<file path="src/rtl/seq_pkg.sv">
// Shared encodings and opcode constants for the instruction-cycle sequencer.
package seq_pkg;

  localparam int OPW = 4;

  localparam logic [OPW-1:0] OP_NOP   = 4'd0;
  localparam logic [OPW-1:0] OP_STORE = 4'd14;
  localparam logic [OPW-1:0] OP_HLT   = 4'd15;

  // Encoding 7 is unused; the sequencer recovers from it to IDLE.
  typedef enum logic [2:0] {
    ST_IDLE   = 3'd0,
    ST_ADDR   = 3'd1,
    ST_READ   = 3'd2,
    ST_DECODE = 3'd3,
    ST_EXEC   = 3'd4,
    ST_WBACK  = 3'd5,
    ST_HALT   = 3'd6
  } state_e;

endpackage

</file>
<file path="src/rtl/exec_counter.sv">
// 2-bit loadable down-counter that times the EXEC phase; zero marks the last EXEC cycle.
module exec_counter (
  input  logic       clk,
  input  logic       reset,
  input  logic       load,
  input  logic [1:0] load_val,
  input  logic       dec,
  output logic       zero
);

  logic [1:0] cnt_q;

  always_ff @(posedge clk or negedge reset) begin
    if (!reset) begin
      cnt_q <= 2'd0;
    end else if (load) begin
      cnt_q <= load_val;
    end else if (dec) begin
      cnt_q <= cnt_q - 2'd1;
    end
  end

  assign zero = (cnt_q == 2'd0);

endmodule

</file>
<file path="src/rtl/instr_sequencer.sv">
// Multi-cycle ADDR/READ/DECODE/EXEC/WBACK sequencer producing datapath strobes.
// Optional SINGLE_STEP_EN: each start runs one instruction and returns to IDLE.
module instr_sequencer
  import seq_pkg::*;
#(
  parameter int                OPW_P     = seq_pkg::OPW,
  parameter logic [OPW_P-1:0]  OP_NOP_P   = OPW_P'(seq_pkg::OP_NOP),
  parameter logic [OPW_P-1:0]  OP_STORE_P = OPW_P'(seq_pkg::OP_STORE),
  parameter logic [OPW_P-1:0]  OP_HLT_P   = OPW_P'(seq_pkg::OP_HLT)
) (
  input  logic             clk,
  input  logic             reset,
  input  logic             start,
  input  logic [OPW_P-1:0] opcode,
  input  logic             mem_ack,
  output logic             pc_out,
  output logic             mar_in,
  output logic             mem_rd,
  output logic             ir_in,
  output logic             inc_pc,
  output logic             y_in,
  output logic             alu_en,
  output logic             acc_in,
  output logic             mem_wr,
  output logic             busy,
  output logic             halted,
  output logic [2:0]       state
);

`ifdef SINGLE_STEP_EN
  localparam state_e STEP_NEXT = ST_IDLE;
`else
  localparam state_e STEP_NEXT = ST_ADDR;
`endif

  state_e           state_q, state_d;
  logic [OPW_P-1:0] op_q;
  logic             exec_first_q;
  logic             cnt_zero;

  always_ff @(posedge clk or negedge reset) begin
    if (!reset) begin
      state_q      <= ST_IDLE;
      op_q         <= '0;
      exec_first_q <= 1'b0;
    end else begin
      state_q      <= state_d;
      exec_first_q <= (state_q == ST_DECODE);
      if (state_q == ST_DECODE) begin
        op_q <= opcode;
      end
    end
  end

  // Loaded in DECODE with opcode[1:0], so EXEC lasts opcode[1:0]+1 cycles.
  exec_counter u_exec_counter (
    .clk      (clk),
    .reset    (reset),
    .load     (state_q == ST_DECODE),
    .load_val (opcode[1:0]),
    .dec      ((state_q == ST_EXEC) && !cnt_zero),
    .zero     (cnt_zero)
  );

  always_comb begin
    state_d = state_q;
    pc_out  = 1'b0;
    mar_in  = 1'b0;
    mem_rd  = 1'b0;
    ir_in   = 1'b0;
    inc_pc  = 1'b0;
    y_in    = 1'b0;
    alu_en  = 1'b0;
    acc_in  = 1'b0;
    mem_wr  = 1'b0;
    halted  = 1'b0;
    case (state_q)
      ST_IDLE: begin
        if (start) state_d = ST_ADDR;
      end
      ST_ADDR: begin
        pc_out  = 1'b1;
        mar_in  = 1'b1;
        state_d = ST_READ;
      end
      ST_READ: begin
        mem_rd = 1'b1;
        if (mem_ack) begin
          ir_in   = 1'b1;
          inc_pc  = 1'b1;
          state_d = ST_DECODE;
        end
      end
      ST_DECODE: begin
        if (opcode == OP_HLT_P)      state_d = ST_HALT;
        else if (opcode == OP_NOP_P) state_d = STEP_NEXT;
        else                         state_d = ST_EXEC;
      end
      ST_EXEC: begin
        // A one-cycle EXEC is both the first and the last cycle.
        y_in   = exec_first_q;
        alu_en = !exec_first_q || cnt_zero;
        if (cnt_zero) state_d = ST_WBACK;
      end
      ST_WBACK: begin
        if (op_q == OP_STORE_P) begin
          mem_wr = 1'b1;
          if (mem_ack) state_d = STEP_NEXT;
        end else begin
          acc_in  = 1'b1;
          state_d = STEP_NEXT;
        end
      end
      ST_HALT: begin
        halted = 1'b1;
      end
      default: begin
        state_d = ST_IDLE;
      end
    endcase
  end

  assign busy  = (state_q != ST_IDLE) && (state_q != ST_HALT);
  assign state = state_q;

endmodule

</file>
<file path="config.mk">
export PLATFORM = sky130hd
export DESIGN_NAME = instr_sequencer
export DESIGN_NICKNAME = d
export VERILOG_FILES = /design/src/rtl/seq_pkg.sv /design/src/rtl/exec_counter.sv /design/src/rtl/instr_sequencer.sv
export SDC_FILE = /design/constraint.sdc
export NUM_CORES = 1
export LEC_CHECK = 0
export ABC_AREA = 1
export CORE_MARGIN = 10
export CORE_UTILIZATION = 47
export DETAILED_ROUTE_END_ITERATION = 8
export PLACE_DENSITY = 0.82
export SLEW_MARGIN = 15
export SYNTH_ARGS = -nofsm -noshare
export SYNTH_HDL_FRONTEND = slang
export SYNTH_SLANG_ARGS = --single-unit
</file>
<file path="constraint.sdc">
create_clock -name clk -period 2.3 [get_ports clk]
set_input_delay 0.345 -clock clk [delete_from_list [all_inputs] [get_ports clk]]
set_output_delay 0.345 -clock clk [all_outputs]
set_load 0.01 [all_outputs]
</file>
After elaboration in Yosys (flattened, before gate mapping)
Index checks and enable logic that the tools add are counted.
Cells by class
  mux-type cells: 21
  eq/ne operators: 13
  bitwise operators: 1
  add/sub/neg operators: 1
  reduce and logical (&&, ||, !) cells: 11
Operators with widths (count)
  two-way mux 3 bit: 7
  case mux 3 bit (7 select lines): 1
  two-way mux 1 bit: 11
  == test 3 bit (second input constant): 3
  == test 4 bit (second input constant): 2
  == test 3 x 2 -> 1 bit (second input constant): 2
  != test 2 bit (second input constant): 3
  != test 3 bit (second input constant): 2
  AND reduction 5 bit: 1
  zero test 4 bit: 1
  two-way mux 2 bit: 2
  == test 3 x 1 -> 1 bit (second input constant): 1
  zero test 3 bit: 1
  nonzero test 3 bit: 1
  logical AND 1 bit: 2
  zero test 1 bit: 2
  zero test 2 bit: 1
  nonzero test 2 bit: 1
  subtractor 2 x 1 -> 2 bit (second input constant): 1
  logical OR 1 bit: 1
  inverter 1 bit: 1
Word-level totals
  input port bits: 8
  register bits: 10

Logic depth before layout (Yosys ltp)
Gate-level depths: netlist of run 1.
  depth in word-level cells: 5
  gate-level depth with buffers: 9
  depth with buffers taken out: 9

Cells and area by module
A second synthesis of run 1 with hierarchy kept.
Unflattened totals
  cells, all modules: 97
  area total of the unflattened synthesis: 690.7 µm²
Modules (own cells, without submodules)
  instr_sequencer: cells an instance 82, times used 1, area each 575.6 µm²
  exec_counter: cells an instance 15, times used 1, area each 115.1 µm²

Worst setup path before layout of run 1
OpenSTA, ideal clock, no wires.
  path kind: reg2out
  start: register state_q[2] (netlist: state[2])
  end: output port ir_in
  data required time: 1.955 ns
  arrival: 1.129 ns
  path buffers: 2
  cell stages (with the launch flop): 6
  path slack: 0.826 ns
  cells stage by stage: dfrtp_1 -> buf_6 -> nor2_1 -> nand2_1 -> nor2_1 -> buf_4
Between the ends
  cells in the longest elaborated chain, start to end: 2
Ends and longest elaborated chain
  start: declaration: line instr_sequencer.sv:36  | state_e state_q, state_d;
  start signal: assignment: line instr_sequencer.sv:47  | state_q <= state_d;
  == test 3 x 2 -> 1 bit
  two-way mux 1 bit
  end: declaration: line instr_sequencer.sv:19  | output logic ir_in,
No other way between the ends.

Final worst setup path of run 1
  start: register state_q[2] (netlist: state[2])
  end: output port busy
Between the ends
  cells in the longest elaborated chain, start to end: 2
  elaborated cells on any way between the ends: 3
  those cells by class: 1 x eq/ne; 2 x reduce/logical
Ends and longest elaborated chain
  != test 3 bit / nonzero test 3 bit (equally long branches): line instr_sequencer.sv:123  | assign busy = (state_q != ST_IDLE) && (state_q != ST_HALT);
  logical AND 1 bit (*): line instr_sequencer.sv:123
  end: declaration: line instr_sequencer.sv:25  | output logic busy,
Mark *: on every way between the ends. The rest lies on a longest branch, timed or not.

==> results.sh, run 1 <==
export IMPL_final_common_cell="nand2_1"
export IMPL_dp_hpwl_um=1378
export IMPL_ys_seq_elements=10
export IMPL_synth_fp_nets=101
export IMPL_fin_crit_ns=2.096
export IMPL_grt_pass1_vias=615
export IMPL_ctsHoldBuffers=0
export IMPL_antenna_found_initial=0
export IMPL_crit_path_start_kind="flop"
export IMPL_slowest_delay_ns=0.57
export IMPL_gp_congestion=0.8385
export IMPL_yosysTopAreaCell="dfrtp_1"
export IMPL_core_area_um2=1301
export IMPL_drcViolationCount=0
export IMPL_clock_latency_ns=0.26
export IMPL_nNetsFinal=124
export IMPL_multi_input_area_um2=309.0
export IMPL_cts_sinks=10
export IMPL_hold_viol=0
export IMPL_fin_skew_ns=0.007174
export IMPL_hp_class="input pin to async pin"
export IMPL_synth_area_um2=649.4
export IMPL_avgSynthCellArea_um2=7.058
export IMPL_clockBufferDepth=2
export IMPL_cts_tree="yes"
export IMPL_cp_arrival_ns=1.75
export IMPL_die_width_um=57.17
export IMPL_timing_fmax_ghz=0.4772
export IMPL_p_sw_uw=520.7
export IMPL_register_area_um2=251.5
export IMPL_n_antenna_cell=0
export IMPL_overflow=0
export IMPL_post_route_period_util_pct=91.11
export IMPL_n_fill_cell=112
export IMPL_drv_cap=0
export IMPL_ant_nets=0
export IMPL_worstMarginPinSlew_ns=0.4569
export IMPL_seq_power_share_pct=31.4
export IMPL_viasPerCell=5.008
export IMPL_dieArea_um2=3268
export IMPL_crit_type="flop to output port"
export IMPL_synth_top_area_share_pct=38.54
export IMPL_peakVddDrop_v=0.0006812
export IMPL_cts_buffers=3
export IMPL_drt_wl_total_um=1733
export IMPL_start_util_pct=49.90
export IMPL_timing_slew_headroom_pct=69.45
export IMPL_finalSetupViolCount=0
export IMPL_ios=22
export IMPL_crit_top_cell="o21ai_0"
export IMPL_grt_use_total_pct=10.42
export IMPL_critPathMaxFanout=10
export IMPL_synth_distinct_cells=19
export IMPL_powerDensity_nw_per_um2=1296
export IMPL_synth_seq_area_share_pct=38.54
export IMPL_finalMaxSlewViolations=0
export IMPL_cpLargestDelayFamily="buffers and inverters"
export IMPL_cp_required_ns=1.96
export IMPL_drt_iter0_drc=11
export IMPL_final_core_util_pct=67.50
export IMPL_intPower_uw=617.3
export IMPL_grt_setup_unrepaired="no"
export IMPL_grt_start_max_net_pins=11
export IMPL_path_buf_inv=2
export IMPL_h_tree_depth=1
export IMPL_clk_pin_slew_ns=0.07
export IMPL_leakagePower_uw=0.0004555
export IMPL_status="complete, no violations"
export IMPL_areaGrowthSynthToFinish_pct=35.26
export IMPL_dpl_cell_area_um2=852.1
export IMPL_grt_pass1_wl_um=2808
export IMPL_clockPowerShare_pct=10.2
export IMPL_firstDrtPassIters=4
export IMPL_ys_warn_count=0
export IMPL_vias=641
export IMPL_tns_ns=0
export IMPL_crit_chain="inv_1 -> o21ai_0 -> o21ai_0 -> clkdlybuf4s50_1"
export IMPL_crit_slowest_cell="clkdlybuf4s50_1"
export IMPL_combPwrFrac_pct=58.4
export IMPL_layout_common_cells="24 x nand2_1, 21 x clkdlybuf4s50_1, 16 x inv_1, 10 x nor2_1"
export IMPL_port_buffers=21
export IMPL_synth_area_leaders="dfrtp_1 39%, nand2_1 14%, inv_1 9.2%"
export IMPL_routedWlPerCell_um=13.54
export IMPL_clockRootBuffer="clkbuf_4"
export IMPL_synthCells=92
export IMPL_core_rowCount=13
export IMPL_drive_above_1_share_pct=11.50
export IMPL_switching_share_pct=45.75
export IMPL_timing_critical_path_to_type="output port"
export IMPL_design_area_um2=878.3
export IMPL_chipHeight_um=57.17
-- layer usage --
metal | global-route usage [%] | part of all wire [%]
met5 | 0 | 0
met4 | 1.007 | 0.87
met3 | 4.425 | 4.0
met2 | 18.45 | 56
met1 | 11.65 | 39
-- power groups by stage --
stage / combinational, uW / sequential, uW / clock, uW
6_report: 664 / 357 / 116
5_1_grt: 752 / 371 / 128
4_1_cts: 664 / 349 / 121
3_5_place_dp: 658 / 352 / 0
3_3_place_gp: 634 / 345 / 0
2_1_floorplan: 431 / 329 / 0
-- registers in the layout (all words and copies together) (netlist names) --
signal / flops
state: 3
u_exec_counter.cnt_q: 2
exec_first_q: 1
op_q: 4
-- cell families after synthesis --
logic type	count (synthesis)	synth area share (%)
AND/OR/NAND/NOR	48	35.26
buffers and inverters	20	14.26
AO/OA/AOI/OAI	13	10.02
adder cells (fa/ha/maj)	1	1.926
flip-flops	10	38.54
-- Yosys cell counts --
cell type	instances
nand2_2	3
a21oi_1	3
nor2_1	11
nor3_1	1
inv_4	1
nor2_2	1
nor2_8	1
inv_1	16
o21ai_0	9
nor2_4	1
nand4_1	1
nand2_1	24
buf_4	2
buf_6	1
ha_1	1
dfrtp_1	10
o21ai_1	1
nand3_1	4
nand3_2	1
-- final timing paths --
path / from / endpoint / slack (ns) / cells past startpoint
setup / recovery: state[2] / busy / 0.20 / 4
hold / removal: reset / u_exec_counter.cnt_q[0] / 0.40 / 1
setup reg to reg: state[1] / state[1] / 0.96 / 9
hold reg to reg: op_q[1] / op_q[1] / 0.48 / 2
max in group asynchronous: reset / state[2] / 1.56 / 1
min in group clk: op_q[1] / op_q[1] / 0.48 / 2
-- final cells by class --
class	count	share of cell area, %
Clock buffer	3	2.564
Inverter	17	7.550
Multi-Input combinational cell	62	35.19
Sequential cell	10	28.63
Tap cell	15	2.137
Timing Repair Buffer	21	23.93
-- timing repair --
item,CTS,global route
endpoints found under the setup margin,0,4
buffers inserted,0,0
gates resized for setup,0,2
hold endpoints to repair,0,0
-- worst register-to-register path: stages, from the launching register on --
cell	delay (ns)
dfrtp_1	0.50
inv_1	0.13
nand2_1	0.12
nor2_1	0.05
nand2_1	0.08
nand2_1	0.07
nand2_2	0.09
nand2_2	0.07
nand2_1	0.06
nand2_1	0.06
-- through the flow --
step / setup slack (ns) / std cells / total power (uW) / hold WS (ns)
after detailed placement: 0.3880 / 125 / 1010 / 0.4612
final: 0.2044 / 128 / 1138 / 0.3991
after floorplan: 0.8261 / 92 / 760.5 / 0.04941
after global placement: 0.4235 / 125 / 978.4 / 0.4560
after CTS: 0.09952 / 128 / 1134 / 0.4063
after global routing: 0.04969 / 128 / 1251 / 0.4231
No activity file was read; power rests on OpenSTA's default activity.
==> run 2: changes to the inputs <==
Settings changed: CORE_ASPECT_RATIO from default to 1.1, CORE_UTILIZATION 47 to 43, PLACE_DENSITY 0.82 to 0.76.
Clock period 2.3 ns to 2.25 ns, I/O delays scaled along.
==> run 2 against run 1 <==
  * Flip-flop and latch count is the same
  * Clock power up 7%
  * Die area increased by 6.0%
  * Critical endpoint is now alu_en
  * Largest cell class unchanged
  * Largest power group unchanged
==> results.sh, run 2 (synthesis results as in run 1) <==
export IMPL_grt_pass1_wl_um=2511
export IMPL_reg2reg_slack_ns=0.99
export IMPL_rr_endpoint="state[2]"
export IMPL_peakVddDrop_v=0.0006456
export IMPL_clk_pin_slew_ns=0.06
export IMPL_grt_setup_unrepaired="no"
export IMPL_drv_cap=0
export IMPL_status="complete, no violations"
export IMPL_timing_critical_path_to_type="output port"
export IMPL_crit_slowest_cell="clkdlybuf4s50_1"
export IMPL_clock_latency_ns=0.27
export IMPL_fin_skew_ns=0.001519
export IMPL_critPathLaunch="state[0]"
export IMPL_drive_above_1_share_pct=10.53
export IMPL_layout_common_cells="24 x nand2_1, 21 x clkdlybuf4s50_1, 16 x inv_1, 11 x nor2_1, 10 x dfrtp_1"
export IMPL_finalMaxSlewViolations=0
export IMPL_core_rowCount=14
export IMPL_design_area_um2=883.3
export IMPL_clockBufferDepth=2
export IMPL_timing_slew_headroom_pct=69.80
export IMPL_cts_setup_buffers=0
export IMPL_regToRegStartpoint="u_exec_counter.cnt_q[0]"
export IMPL_drt_iter0_drc=2
export IMPL_n_antenna_cell=0
export IMPL_chipHeight_um=60.76
export IMPL_cp_arrival_ns=1.76
export IMPL_antenna_found_initial=0
export IMPL_drcViolationCount=0
export IMPL_hold_viol=0
export IMPL_die_width_um=57.05
export IMPL_grt_pass1_vias=595
export IMPL_cts_buffers=3
export IMPL_postCtsResizedCells=0
export IMPL_final_common_cell="nand2_1"
export IMPL_h_tree_depth=1
export IMPL_top_register="op_q"
export IMPL_post_route_period_util_pct=93.13
export IMPL_crit_type="flop to output port"
export IMPL_reg2regPathDepth=9
export IMPL_areaGrowthSynthToFinish_pct=36.03
export IMPL_crit_path_start_kind="flop"
export IMPL_critPathMaxFanout=8
export IMPL_largest_register_ffs=4
export IMPL_start_util_pct=46.34
export IMPL_crit_chain="nor2_1 -> nand2_1 -> a21oi_1 -> clkdlybuf4s50_1"
export IMPL_routedWlPerCell_um=11.24
export IMPL_port_buffers=21
export IMPL_firstDrtPassIters=2
export IMPL_dpl_cell_area_um2=860.8
export IMPL_clockRootBuffer="clkbuf_4"
export IMPL_worstMarginPinSlew_ns=0.4515
export IMPL_cp_required_ns=1.91
export IMPL_core_area_um2=1401
export IMPL_dp_hpwl_um=1273
export IMPL_viasPerCell=4.808
export IMPL_finalSetupViolCount=0
export IMPL_tns_ns=0
export IMPL_cts_sinks=10
export IMPL_powerDensity_nw_per_um2=1280
export IMPL_ios=22
export IMPL_total_power_uw=1130
export IMPL_slowest_delay_ns=0.55
export IMPL_overflow=0
export IMPL_hp_class="input pin to async pin"
export IMPL_drt_wl_total_um=1461
export IMPL_grt_use_total_pct=9.173
export IMPL_vias=625
export IMPL_fin_crit_ns=2.095
export IMPL_cts_tree="yes"
export IMPL_gp_congestion=0.7824
export IMPL_dieArea_um2=3466
export IMPL_ctsHoldBuffers=0
export IMPL_nNetsFinal=125
export IMPL_grt_start_max_net_pins=11
export IMPL_timing_fmax_ghz=0.4772
export IMPL_leakagePower_uw=0.0004622
export IMPL_ant_nets=0
export IMPL_n_fill_cell=139
run 2: worst max path at each step:
stage	to	slack, ns
global placement	ir_in	0.40
finish	alu_en	0.15
detailed placement	ir_in	0.36
global route	alu_en	0.02
CTS	alu_en	0.13
floorplan	ir_in	0.78
run 2: routing by layer:
metal	wire length, um	part of all wire [%]	vias to the layer above	global-route usage (%)
li1	-	-	327	-
met1	582	40	272	8.799
met2	682	47	21	15.50
met3	159	11	5	4.593
met4	36	2.5	0	6.040
met5	0	0	-	0
run 2: layout make-up:
type | count | area (um2) | area share (%)
clock buffers | 3 | 22.52 | 2.550
inverters | 17 | 66.31 | 7.507
multi-input cells | 62 | 306.5 | 34.70
flip-flops and latches | 10 | 250.2 | 28.33
well taps | 16 | 20.02 | 2.266
repair buffers | 22 | 217.7 | 24.65
run 2: metrics by stage:
stage          util (%)  hold WS, ns  cells  setup slack, ns
6_report          63.04       0.3774    130           0.1546
5_1_grt           63.04       0.4126    130          0.01917
4_1_cts           63.04       0.4044    130           0.1303
3_5_place_dp      61.43       0.4666    127           0.3612
3_3_place_gp      61.43       0.4570    127           0.4027
2_1_floorplan         -      0.04191     92           0.7836
run 2: critical path: cells and delay by family, from the launching register on:
family	cells	cell delay (ns)
AND/OR/NAND/NOR	2	0.35
buffers and inverters	1	0.55
AO/OA/AOI/OAI	1	0.13
flip-flops	1	0.45
run 2: where the power goes:
group | switching, uW | internal (uW)
Sequential | 73.5 | 268
Clock | 61.8 | 61.9
Combinational | 360 | 305
Total | 495 | 635
==> run 3: changes to the inputs <==
Settings changed: GPL_ROUTABILITY_DRIVEN from default to 0.
==> results of run 3 <==
Final layout, timing and power as in run 2 (identical DEF).
